[src/rtl/dice_pkg.sv]
// Shared types and constants for the dice roll tracker: FSM state encoding
// and the legal face range.
package dice_pkg;

  typedef enum logic [2:0] {
    IDLE,
    ROLL,
    WAIT,
    CAPTURE,
    DONE
  } dice_trk_state_t;

  localparam logic [2:0] FACE_MIN  = 3'd1;
  localparam logic [2:0] FACE_MAX  = 3'd6;
  localparam int         NUM_FACES = 6;

  function automatic logic face_is_valid(input logic [2:0] v);
    return (v >= FACE_MIN) && (v <= FACE_MAX);
  endfunction

endpackage

[src/rtl/dice_roll_tracker_if.sv]
// Host and generator signals of the dice roll tracker bundled as one interface.
// Optional roll_sum is present only when DICE_SUM_EN is defined.
interface dice_roll_tracker_if #(
  parameter int CNT_W = 8,
  parameter int N_W   = 8
);
  logic             start;
  logic [N_W-1:0]   num_rolls;
  logic             roll;
  logic [2:0]       dice_value;
  logic             busy;
  logic             done;
  logic [2:0]       rd_face;
  logic [CNT_W-1:0] rd_count;
  logic [CNT_W-1:0] invalid_cnt;
`ifdef DICE_SUM_EN
  logic [N_W+2:0]   roll_sum;

  modport master (
    output start, num_rolls, dice_value, rd_face,
    input  roll, busy, done, rd_count, invalid_cnt, roll_sum
  );
  modport slave (
    input  start, num_rolls, dice_value, rd_face,
    output roll, busy, done, rd_count, invalid_cnt, roll_sum
  );
`else
  modport master (
    output start, num_rolls, dice_value, rd_face,
    input  roll, busy, done, rd_count, invalid_cnt
  );
  modport slave (
    input  start, num_rolls, dice_value, rd_face,
    output roll, busy, done, rd_count, invalid_cnt
  );
`endif
endinterface

[src/rtl/dice_face_counter.sv]
// Saturating up-counter with synchronous clear; one instance per face plus
// one for invalid captures.
module dice_face_counter #(
  parameter int CNT_W = 8
) (
  input  logic             clk,
  input  logic             srst,
  input  logic             clr,
  input  logic             inc,
  output logic [CNT_W-1:0] count
);

  logic [CNT_W-1:0] count_reg;

  always_ff @(posedge clk) begin
    if (srst) begin
      count_reg <= '0;
    end else if (clr) begin
      count_reg <= '0;
    end else if (inc && (count_reg != '1)) begin
      count_reg <= count_reg + CNT_W'(1);
    end
  end

  assign count = count_reg;

endmodule

[src/rtl/dice_roll_tracker.sv]
// Issues a batch of roll pulses to a dice generator and keeps a saturating
// per-face histogram. Optional DICE_SUM_EN adds a running sum of valid faces.
module dice_roll_tracker
  import dice_pkg::*;
#(
  parameter int RESP_LAT = 1,
  parameter int CNT_W    = 8,
  parameter int N_W      = 8
) (
  input logic          clk,
  input logic          reset,
  dice_roll_tracker_if.slave bus
);

  dice_trk_state_t state_reg, state_next;
  logic [N_W-1:0]  remaining_reg, remaining_next;
  logic [3:0]      wait_reg, wait_next;
  logic            roll_next;
  logic            done_next;

  logic accept;
  logic capture;
  logic face_valid;

  assign accept     = (state_reg == IDLE) && bus.start;
  assign capture    = (state_reg == CAPTURE);
  assign face_valid = face_is_valid(bus.dice_value);

  always_ff @(posedge clk) begin
    if (reset) begin
      state_reg     <= IDLE;
      remaining_reg <= '0;
      wait_reg      <= '0;
    end else begin
      state_reg     <= state_next;
      remaining_reg <= remaining_next;
      wait_reg      <= wait_next;
    end
  end

  always_comb begin
    state_next     = state_reg;
    remaining_next = remaining_reg;
    wait_next      = wait_reg;
    roll_next      = 1'b0;
    done_next      = 1'b0;
    case (state_reg)
      IDLE: begin
        if (bus.start) begin
          remaining_next = bus.num_rolls;
          state_next     = (bus.num_rolls == '0) ? DONE : ROLL;
        end
      end
      ROLL: begin
        roll_next  = 1'b1;
        // WAIT lasts RESP_LAT cycles, counting down to zero.
        wait_next  = 4'(RESP_LAT - 1);
        state_next = WAIT;
      end
      WAIT: begin
        if (wait_reg == '0) begin
          state_next = CAPTURE;
        end else begin
          wait_next = wait_reg - 4'd1;
        end
      end
      CAPTURE: begin
        remaining_next = remaining_reg - N_W'(1);
        state_next     = (remaining_reg == N_W'(1)) ? DONE : ROLL;
      end
      DONE: begin
        done_next  = 1'b1;
        state_next = IDLE;
      end
      default: state_next = IDLE;
    endcase
  end

  assign bus.roll = roll_next;
  assign bus.done = done_next;
  assign bus.busy = (state_reg != IDLE);

  // Index 0 holds the invalid count; indices 1..6 are the faces.
  logic [CNT_W-1:0]   cnt [0:NUM_FACES];
  logic [NUM_FACES:0] inc;

  generate
    for (genvar gi = 0; gi <= NUM_FACES; gi++) begin : g_cnt
      if (gi == 0) begin : g_invalid
        assign inc[gi] = capture && !face_valid;
      end else begin : g_face
        assign inc[gi] = capture && (bus.dice_value == 3'(gi));
      end

      dice_face_counter #(
        .CNT_W (CNT_W)
      ) u_counter (
        .clk   (clk),
        .srst  (reset),
        .clr   (accept),
        .inc   (inc[gi]),
        .count (cnt[gi])
      );
    end
  endgenerate

  always_comb begin
    bus.rd_count = '0;
    if (face_is_valid(bus.rd_face)) begin
      bus.rd_count = cnt[bus.rd_face];
    end
  end

  assign bus.invalid_cnt = cnt[0];

`ifdef DICE_SUM_EN
  logic [N_W+2:0] sum_reg;

  always_ff @(posedge clk) begin
    if (reset) begin
      sum_reg <= '0;
    end else if (accept) begin
      sum_reg <= '0;
    end else if (capture && face_valid) begin
      sum_reg <= sum_reg + (N_W + 3)'(bus.dice_value);
    end
  end

  assign bus.roll_sum = sum_reg;
`endif

endmodule

[src/flat_wrapper.sv]
// flat-port wrapper written by rule: the top's interface ports become plain ports
module dice_roll_tracker_flat import dice_pkg::*;
#(
  parameter int RESP_LAT = 1,
  parameter int CNT_W    = 8,
  parameter int N_W      = 8
)
  (clk, reset, bus_start, bus_num_rolls, bus_dice_value, bus_rd_face, bus_roll, bus_busy, bus_done, bus_rd_count, bus_invalid_cnt);
  dice_roll_tracker_if #(.CNT_W(CNT_W), .N_W(N_W)) bus_i ();
  input logic clk;
  input logic reset;
  input wire logic [$bits(bus_i.start)-1:0] bus_start;
  input wire logic [$bits(bus_i.num_rolls)-1:0] bus_num_rolls;
  input wire logic [$bits(bus_i.dice_value)-1:0] bus_dice_value;
  input wire logic [$bits(bus_i.rd_face)-1:0] bus_rd_face;
  output wire logic [$bits(bus_i.roll)-1:0] bus_roll;
  output wire logic [$bits(bus_i.busy)-1:0] bus_busy;
  output wire logic [$bits(bus_i.done)-1:0] bus_done;
  output wire logic [$bits(bus_i.rd_count)-1:0] bus_rd_count;
  output wire logic [$bits(bus_i.invalid_cnt)-1:0] bus_invalid_cnt;
  assign bus_i.start = bus_start;
  assign bus_i.num_rolls = bus_num_rolls;
  assign bus_i.dice_value = bus_dice_value;
  assign bus_i.rd_face = bus_rd_face;
  assign bus_roll = bus_i.roll;
  assign bus_busy = bus_i.busy;
  assign bus_done = bus_i.done;
  assign bus_rd_count = bus_i.rd_count;
  assign bus_invalid_cnt = bus_i.invalid_cnt;
  dice_roll_tracker #(.RESP_LAT(RESP_LAT), .CNT_W(CNT_W), .N_W(N_W)) u_core (.clk(clk), .reset(reset), .bus(bus_i));
endmodule
[config.mk]
export PLATFORM = sky130hd
export DESIGN_NAME = dice_roll_tracker_flat
export DESIGN_NICKNAME = d
export VERILOG_FILES = /design/src/rtl/dice_pkg.sv /design/src/rtl/dice_roll_tracker_if.sv /design/src/rtl/dice_face_counter.sv /design/src/rtl/dice_roll_tracker.sv /design/src/flat_wrapper.sv
export SDC_FILE = /design/constraint.sdc
export NUM_CORES = 1
export LEC_CHECK = 0
export CORE_MARGIN = 2
export CORE_UTILIZATION = 55
export DETAILED_ROUTE_END_ITERATION = 6
export DONT_BUFFER_PORTS = 1
export PLACE_DENSITY_LB_ADDON = 0.1
export SLEW_MARGIN = 10
export SYNTH_ARGS = -nofsm -noshare
export SYNTH_HDL_FRONTEND = slang
export SYNTH_SLANG_ARGS = --single-unit
export TNS_END_PERCENT = 20
[constraint.sdc]
create_clock -name clk -period 1.8 [get_ports clk]
set_clock_uncertainty 0.05 [all_clocks]
set_input_delay 0.18 -clock clk [delete_from_list [all_inputs] [get_ports clk]]
set_output_delay 0.18 -clock clk [all_outputs]
set_load 0.05 [all_outputs]
== Yosys cells after proc, flatten, opt, wreduce, memory -nomap -nowiden ==
Index checks and enable logic that the tools add are counted.

* Flip-flop bits (word level): 71
* Output and inout bits: 19

* Order comparisons: 5
* Multiplexer cells: 15
* Reductions and logical operators: 28
* $add $sub $neg: 9
* Bitwise operators: 1
* Eq/ne operators: 21

{| class="wikitable"
|+ Operators by type and width
! kind !! number
|-
| 8-bit by 1-bit adder with 8-bit output (second input constant) || 7
|-
| 8-bit inequality test (second input constant) || 7
|-
| 8-bit 2-to-1 mux || 4
|-
| 8-bit binary-select mux with 3-bit select || 1
|-
| 1-bit logical AND || 17
|-
| 8-bit case mux with 2 select lines || 1
|-
| 3-bit by 2-bit equality test with 1-bit output (second input constant) || 4
|-
| 3-bit equality test (second input constant) || 4
|-
| 3-bit 2-to-1 mux || 4
|-
| 3-bit case mux with 4 select lines || 1
|-
| 8-bit by 1-bit equality test with 1-bit output (second input constant) || 1
|-
| 8-bit zero test || 1
|-
| 4-bit case mux with 2 select lines || 1
|-
| 8-bit by 1-bit subtractor with 8-bit output (second input constant) || 1
|-
| 3-bit by 1-bit equality test with 1-bit output (second input constant) || 2
|-
| 3-bit by 1-bit greater-or-equal comparator with 1-bit output (second input constant) || 2
|-
| 3-bit less-or-equal comparator (second input constant) || 2
|-
| 2-bit AND reduction || 3
|-
| 4-bit greater-or-equal comparator (second input constant) || 1
|-
| 4-bit zero test || 1
|-
| 4-bit 2-to-1 mux || 1
|-
| 2-bit inequality test (second input constant) || 2
|-
| 3-bit inverter with 4-bit output || 1
|-
| 2-bit nonzero test || 2
|-
| other kinds (7) || 8
|}

== Depth between registers and ports, before layout ==
Gate-level depths: netlist of run 1.

* Word-level depth: 5
* Mapped depth: 7

== Hierarchy ==
Synthesis of run 1 repeated with hierarchy kept, for this count alone.

* Cells, all modules: 532
* Area total of the unflattened synthesis: 4410.5 sq um

{| class="wikitable"
|+ By module, submodules not included
! module !! area each (sq um) !! seq. area each (sq um) !! instances !! cells each
|-
| dice_face_counter || 435.4 || 160.2 || 7 || 47
|-
| dice_roll_tracker || 1362.6 || 300.3 || 1 || 203
|}

== Worst setup path after synthesis of run 1 ==
Ideal clock, no wire load.

* Path kind: input to output
* Start point: input port bus_rd_face[1]
* End point: output port bus_rd_count[7]
* Setup slack: -0.308 ns
* Stages: 4
* Path buffers: 2
* Arrival: 1.878 ns
* Cell sequence: clkbuf_1 clkbuf_1 o32ai_1 nor3_1

* Cells in the longest elaborated chain, start to end: 5

{| class="wikitable"
|+ RTL lines
! item !! line !! RTL
|-
| start: declaration || flat_wrapper.sv:15 || <nowiki>input wire logic [$bits(bus_i.rd_face)-1:0] bus_rd_face;</nowiki>
|-
| 3-bit inverter with 4-bit output (implied by the code) || dice_roll_tracker.sv:110 || <nowiki>bus.rd_count = cnt[bus.rd_face];</nowiki>
|-
| 8-bit binary-select mux with 3-bit select || dice_roll_tracker.sv:110 ||
|-
| 8-bit 2-to-1 mux (implied by the code) (2 in series) || dice_roll_tracker.sv:110 ||
|-
| 8-bit 2-to-1 mux * || dice_roll_tracker.sv:109 || <nowiki>if (face_is_valid(bus.rd_face)) begin</nowiki>
|-
| end: declaration || flat_wrapper.sv:19 || <nowiki>output wire logic [$bits(bus_i.rd_count)-1:0] bus_rd_count;</nowiki>
|}

Every way passes the cells marked *; elsewhere a longest branch is shown, timed or not. The select of a mux whose other input is x is not followed.

== Worst setup path after layout of run 1 ==
* Start point: register u_core.state_reg[2]
* End point: register u_core.g_cnt[1].u_counter.count_reg[3]

* Cells in the longest elaborated chain, start to end: 3

{| class="wikitable"
|+ RTL lines
! item !! line !! RTL
|-
| start: declaration || dice_roll_tracker.sv:15 || <nowiki>dice_trk_state_t state_reg, state_next;</nowiki>
|-
| start signal: assignment || dice_roll_tracker.sv:35 || <nowiki>state_reg <= state_next;</nowiki>
|-
| 3-bit by 2-bit equality test with 1-bit output / 3-bit zero test (equally long branches) || dice_roll_tracker.sv:26, dice_roll_tracker.sv:25 ||
|-
| 1-bit logical AND (on tied branches) || dice_roll_tracker.sv:92, dice_roll_tracker.sv:25 ||
|-
| 1-bit logical AND / 2-bit OR reduction (equally long branches) || n/a ||
|-
| end signal: assignment || dice_face_counter.sv:21 || <nowiki>count_reg <= count_reg + CNT_W'(1);</nowiki>
|-
| end: declaration || dice_face_counter.sv:13 || <nowiki>logic [CNT_W-1:0] count_reg;</nowiki>
|}

Several ways; a longest one is shown, not always the timed one.
A chain may end at the register's enable or synchronous reset.

==> reports/metrics.csv, run 1 <==
stage;metric;value;unit
clocking;CTS tree;yes;
critical_path;Critical Path AT;2.01;ns
detailed_routing;Pre-Repair DR Iteration Count;6;
grt;Overflow after GRT;0;
clocking;CTS Root Cell;clkbuf_8;
timing;Slew @ Worst Pin;0.644;ns
clocking;htree depth;3;
grt;initial antenna violation count;0;
synthesis;Syn. warnings;0;
detailed_routing;1st-iter DRT viols;282;
synthesis;synthesized area;0.00415;sq mm
die;core region area;0.00729;sq mm
cells_and_area;Antenna Cells;0;
detailed_routing;Avg WL per Cell;16.1;um
worst_hold_path;HP Class;in2reg;
cells_and_area;final instance area;0.00497;sq mm
cells_and_area;layout cell share with drive strength beyond 1;21.6;%
die;Die ar.;0.00826;sq mm
cells_and_area;Util after Layout;68.2;%
die;# rows;31;
die;I/O pin count;36;
synthesis;Gate Count Post-Synth;505;
synthesis;Seq/Total Area, Yosys;34.2;%
placement;Place WS;-0.213;ns
clocking;CTS max path bufs;2;
synthesis;Synth top area share;34.2;%
timing;worst-case setup margin in the final layout;0.0226;ns
grt;vias in the first global route;3767;
critical_path;peak fanout along the critical path;8;
synthesis;ys flop type;dfxtp_1;
synthesis;Yosys top cell by area;dfxtp_1;
synthesis;top cells by area, synth;dfxtp_1 (34%), a21oi_1 (5.3%), o21ai_0 (4.5%);
timing;max_slew headroom;57.0;%
timing;setup TNS;0;ns
timing;Slew Viols, Final;0;
detailed_routing;via count;4082;
synthesis;Avg Cell Area, Syn;8.22;sq um
flow_run;MaxCap Viol Count;0;
placement;Placed Area;0.00452;sq mm
critical_path;crit end category;flip-flop;
die;Initial Util;56.9;%
detailed_routing;via/cell ratio;6.23;
cells_and_area;max FFs per register;56;
timing;final setup vio count;0;
timing;RSZ-0062 raised after global routing;yes;
clocking;Num CTS Buffers;9;
power_and_ir_drop;Final Power;3.85;mW
placement;IO Port Bufs;0;
power_and_ir_drop;Max IR drop VDD;0.542;mV
synthesis;Post-synth EDFFs;0;
placement;Inst Count DP;627;
clocking;Clock Sinks;71;
cells_and_area;fin nets;579;
clocking;clock latency on the worst-skew pair;0.35;ns
critical_path;kind of critical path;reg2reg;
timing;fmax;0.563;GHz
placement;post-DP HPWL;7.58;mm
timing;hold_ws;0.0500;ns
critical_path;CP Launch Type;flip-flop;
synthesis;post-synthesis cell type count;61;
power_and_ir_drop;pwr/cell area;774;mW/mm^2
detailed_routing;WL final;10.6;mm
placement;GP Congestion;0.908;
grt;first-pass GRT wire length;17.5;mm
grt;largest net degree at the start of global routing;35;
die;Die X;90.9;um
timing;Final Hold Violating Endpoints;0;
detailed_routing;antenna viol nets, final;0;
grt;Total GRT Usage;26.0;%
synthesis;Syn Nets;533;
critical_path;CP required;2.03;ns
power_and_ir_drop;leak pwr;1.77;nW
timing;part of the cycle the worst path needs;98.7;%
run_status;outcome;complete, no violations;
detailed_routing;DRC violation count after routing;0;
die;height of the die;90.9;um
cells_and_area;final non-filler cell total;655;
synthesis;Yosys reg bits;71;
synthesis;Synth async-reset ratio;0;%
timing;min cycle time layout;1.78;ns
cells_and_area;Area Growth Syn to Fin;19.8;%
clocking;Clock Pin Slew Worst Setup and Hold Paths;0.08;ns
## routing by layer
metal	global-route usage [%]	part of all wire [%]
met5	0	0
met3	7.43	5.9
met1	32.3	44
met4	8.21	1.5
met2	43.3	49
## synth_stat cells (10+ instances only)
cell type,number
nand2_1,32
a21oi_1,44
nor2_1,40
dfxtp_1,71
buf_4,10
or3_1,19
inv_1,20
nand4_1,11
o21ai_0,37
o211ai_1,11
nand3_1,30
ha_1,11
nor3_1,12
## placed cells by master (no fill, tap or decap), types with 11 or more instances in the layout
| master | count |
|---|---|
| o211ai_1 | 11 |
| nor2_1 | 39 |
| nand3_1 | 30 |
| o21ai_0 | 34 |
| inv_1 | 20 |
| a21oi_1 | 40 |
| buf_4 | 51 |
| nor3_1 | 11 |
| nand2_1 | 32 |
| ha_1 | 11 |
| or3_1 | 17 |
| dfxtp_1 | 59 |
| nand4_1 | 11 |
## cell type report
class,count,area [sq um]
Multi-Input combinational cell,383,2530
Fill cell,649,2320
Sequential cell,71,1440
Timing Repair Buffer,66,556
Clock buffer,10,138
Tap cell,99,124
Clock inverter,6,108
Inverter,20,75.1
## timing repair
action / CTS / global route
hold buffers: 7 / 0
resized for setup: 5 / 38
hold endpoints to repair: 14 / 0
setup endpoints to repair: 23 / 35
buffers inserted: 3 / 2
pin swaps: 1 / 6
## worst max-delay path: stages, from the launching register on
cell and delay (ns):
dfxtp_4 0.37, or3_4 0.39, or3_4 0.39, or3_4 0.37
a21oi_2 0.14
## worst paths after layout
path | from | end | cells past startpoint | slack, ns
setup reg to reg | u_core.state_reg[2] | u_core.g_cnt[1].u_counter.count[3] | 4 | 0.02
hold / removal | bus_num_rolls[5] | u_core.remaining_reg[5] | 2 | 0.05
hold reg to reg | u_core.remaining_reg[6] | u_core.remaining_reg[6] | 2 | 0.44
setup / recovery | u_core.state_reg[2] | u_core.g_cnt[1].u_counter.count[3] | 4 | 0.02
## power breakdown
part	switching [mW]	total [mW]	internal, mW
Clock	0.607	1.56	0.953
Sequential	0.0419	1.65	1.61
Combinational	0.364	0.635	0.271
## cell families (layout without fill, tap and decap cells)
logic type	Yosys count	in the layout	share of synthesized area (%)
fa+ha+maj	11	11	3.31
flops	71	71	34.2
mux	9	9	2.17
compound gates	157	157	25.0
xor+xnor	12	12	2.53
simple gates	194	194	26.2
buf+inv	51	102	6.54
No activity file was read; power rests on OpenSTA's default activity.
==> inputs of run 2 (changes only) <==
--- a/config.mk
+++ b/config.mk
@@ -5,6 +5,7 @@
 export SDC_FILE = /design/constraint.sdc
 export NUM_CORES = 1
 export LEC_CHECK = 0
+export ABC_AREA = 1
 export CORE_MARGIN = 2
 export CORE_UTILIZATION = 55
 export DETAILED_ROUTE_END_ITERATION = 6
==> reports/metrics.csv, run 2 <==
stage;metric;value;unit;change
run_status;outcome;complete, no violations;;
detailed_routing;antenna viol nets, final;0;;unchanged
die;core region area;0.00785;sq mm;+7.6%
clocking;Post-CTS Setup Repair Bufs;0;;-3
grt;Overflow after GRT;0;;unchanged
synthesis;Post-synth EDFFs;0;;unchanged
synthesis;Syn. warnings;0;;unchanged
grt;vias in the first global route;4035;;+7.1%
timing;Slew @ Worst Pin;0.446;ns;-0.199 ns
flow_run;MaxCap Viol Count;0;;unchanged
clocking;htree depth;3;;unchanged
detailed_routing;WL final;10.4;mm;-1.0%
power_and_ir_drop;leak pwr;2.12;nW;+19%
timing;setup TNS;0;ns;unchanged
critical_path;Worst path max stage delay;0.37;ns;-0.02 ns
die;Initial Util;57.4;%;+0.42 points
synthesis;Avg Cell Area, Syn;6.22;sq um;-24%
power_and_ir_drop;logic gate share of total power;26.6;%;+10 points
detailed_routing;via count;4426;;+8.4%
critical_path;FF-to-FF Start;u_core.g_cnt[6].u_counter.count[1];;
cells_and_area;commonest non-fill, non-tap cell in the layout;nand2_1;;
clocking;Num CTS Buffers;9;;unchanged
grt;initial antenna violation count;0;;unchanged
timing;Final Hold Violating Endpoints;0;;unchanged
detailed_routing;Pre-Repair DR Iteration Count;4;;-2
clocking;CTS max path bufs;2;;unchanged
die;height of the die;94.5;um;+3.9%
worst_hold_path;WHS Endpoint;u_core.remaining_reg[5];;
detailed_routing;1st-iter DRT viols;248;;-12%
synthesis;commonest cells in the netlist;nand2_1 (216), inv_1 (91), nor2_1 (79), dfxtp_1 (71), a21oi_1 (58);;
timing;min cycle time layout;1.77;ns;-0.0117 ns
detailed_routing;Avg WL per Cell;12.4;um;-23%
worst_hold_path;hold_sp;bus_num_rolls[5];;
power_and_ir_drop;sequential power share;41.0;%;-2.0 points
power_and_ir_drop;pwr/cell area;868;mW/mm^2;+12%
critical_path;peak fanout along the critical path;4;;-4
detailed_routing;via/cell ratio;5.24;;-16%
clocking;clock latency on the worst-skew pair;0.35;ns;about the same
critical_path;kind of critical path;reg2out;;
synthesis;Gate Count Post-Synth;724;;+43%
synthesis;most numerous cell in the Yosys netlist;nand2_1;;
power_and_ir_drop;P_int;2.82;mW;-0.65%
timing;max_slew headroom;70.3;%;+13 points
synthesis;post-synthesis cell type count;34;;-44%
power_and_ir_drop;sw frac;35.0;%;+8.6 points
timing;fmax;0.566;GHz;+0.66%
cells_and_area;Antenna Cells;0;;unchanged
placement;IO Port Bufs;0;;unchanged
critical_path;r2r endpoint;u_core.g_cnt[6].u_counter.count[2];;
synthesis;Synth async-reset ratio;0;%;unchanged
power_and_ir_drop;Max IR drop VDD;0.824;mV;+52%
power_and_ir_drop;P_sw;1.51;mW;+49%
clocking;CTS tree;yes;;
cells_and_area;Area Growth Syn to Fin;10.8;%;
cells_and_area;most frequent cells in the layout;nand2_1 (215), inv_1 (90), nor2_1 (79);;
die;# rows;32;;+3.2%
cells_and_area;fin nets;767;;+32%
worst_hold_path;HP Class;in2reg;;
clocking;Clock Pin Slew Worst Setup and Hold Paths;0.08;ns;about the same
clocking;Clock Sinks;71;;unchanged
synthesis;Synth top area share;31.6;%;-2.7 points
power_and_ir_drop;Clk network pwr share;32.4;%;-8.1 points
placement;GP Congestion;0.917;;+1.0%
grt;first-pass GRT wire length;18.0;mm;+2.8%
die;Die ar.;0.00892;sq mm;+8.0%
critical_path;Critical Path AT;1.54;ns;-0.47 ns
critical_path;R2R Setup Slk;0.25;ns;+0.23 ns
clocking;CTS Root Cell;clkbuf_8;;
critical_path;CP Launch Type;flip-flop;;
synthesis;top cells by area, synth;dfxtp_1 (32%), nand2_1 (18%), inv_1 (7.6%);;
timing;hold_ws;0.0248;ns;-0.0252 ns
grt;largest net degree at the start of global routing;23;;-34%
cells_and_area;final non-filler cell total;845;;+29%
timing;RSZ-0062 raised after global routing;yes;;
die;Die X;94.5;um;+3.9%
critical_path;crit-path cells;inv_1 > o21ai_0 > a21oi_1 > a211oi_2 > buf_6;;
cells_and_area;Fillers;763;;+18%
critical_path;CP required;1.57;ns;-0.46 ns
cells_and_area;layout cell share with drive strength beyond 1;10.2;%;-11 points
critical_path;Crit-path slowest cell;dfxtp_2;;
die;I/O pin count;36;;unchanged
synthesis;Yosys top cell by area;dfxtp_1;;
synthesis;ys flop type;dfxtp_1;;
worst_hold_path;Worst Hold Depth;4;;+2
critical_path;crit end category;output port;;
synthesis;Seq/Total Area, Yosys;31.6;%;-2.7 points
cells_and_area;max FFs per register;56;;unchanged
timing;final setup vio count;0;;unchanged
synthesis;Syn Nets;752;;+41%
synthesis;Yosys reg bits;71;;unchanged
critical_path;Reg2Reg Depth;8;;+4
detailed_routing;DRC violation count after routing;0;;unchanged
timing;Slew Viols, Final;0;;unchanged
timing;part of the cycle the worst path needs;98.1;%;-0.65 points
placement;post-DP HPWL;7.88;mm;+4.0%
grt;Total GRT Usage;25.1;%;-0.85 points
synthesis;synthesized area;0.00450;sq mm;+8.4%
placement;Inst Count DP;825;;+32%
==> run 2: how the worst max path moves through the flow <==
stage | end | from | slack [ns] | depth (start not counted)
after floorplan | bus_rd_count[3] | bus_rd_face[1] | -0.39 | 6
after global placement | u_core.g_cnt[5].u_counter.count[6] | u_core.g_cnt[5].u_counter.count[1] | 0.29 | 10
after detailed placement | u_core.g_cnt[1].u_counter.count[5] | u_core.g_cnt[1].u_counter.count[1] | 0.24 | 9
after CTS | bus_rd_count[4] | u_core.g_cnt[2].u_counter.count[4] | -0.02 | 5
after global routing | bus_rd_count[3] | u_core.g_cnt[5].u_counter.count[3] | -0.07 | 5
final | bus_rd_count[3] | u_core.g_cnt[5].u_counter.count[3] | 0.03 | 5
==> run 2: cells by family (layout without fill, tap and decap cells) <==
kind of cell | Yosys count | count (layout) | synth area share, %
compound gates | 124 | 124 | 14.8
xor+xnor | 20 | 20 | 3.89
fa+ha+maj | 11 | 11 | 3.06
buf+inv | 120 | 139 | 11.2
flops | 71 | 71 | 31.6
simple gates | 378 | 378 | 35.5
==> run 2: final cells by class <==
class	count	area, sq um	share of cell area, %
multi-input combinational	533	2620	52.5
sequential	71	1430	28.8
clock buffer	9	124	2.48
clock inverter	6	86.3	1.73
inverter	97	365	7.33
tap	102	128	2.56
timing repair buffer	27	234	4.69
==> run 2: routing by layer <==
layer | GRT usage (%) | wire [um]
met2 | 42.0 | 4770
met3 | 4.39 | 492
met4 | 9.18 | 158
met1 | 32.5 | 5020
met5 | 0 | 0
==> run 2: critical path, delay by kind of cell (launching register included) <==
family	cells	cell delay, ns
AOI/OAI and AO/OA	3	0.54
buffers and inverters	2	0.27
DFF	1	0.37
==> run 2: repair_timing <==
item | CTS | global route
setup endpoints to repair | 3 | 7
pin swaps | 0 | 4
resized for setup | 5 | 19
hold buffers | 5 | 0
hold endpoints to repair | 9 | 0
gates cloned | 0 | 0
==> run 2: metrics by stage <==
| step | cell area, sq um | power (mW) | setup slack (ns) | util, % |
|---|---|---|---|---|
| global route | 4990 | 4.58 | -0.0736 | 63.6 |
| floorplan | 4510 | 2.70 | -0.389 | - |
| global placement | 4690 | 2.92 | 0.291 | 59.8 |
| CTS | 4960 | 4.36 | -0.0167 | 63.2 |
| detailed placement | 4690 | 2.95 | 0.239 | 59.8 |
| finish | 4990 | 4.33 | 0.0344 | 63.6 |
==> run 2: power groups by stage <==
stage / Sequential (mW) / Clock [mW] / Combinational (mW)
finish: 1.78 / 1.40 / 1.15
global route: 1.79 / 1.49 / 1.30
CTS: 1.78 / 1.43 / 1.15
detailed placement: 1.81 / 0 / 1.14
global placement: 1.81 / 0 / 1.11
floorplan: 1.79 / 0 / 0.910
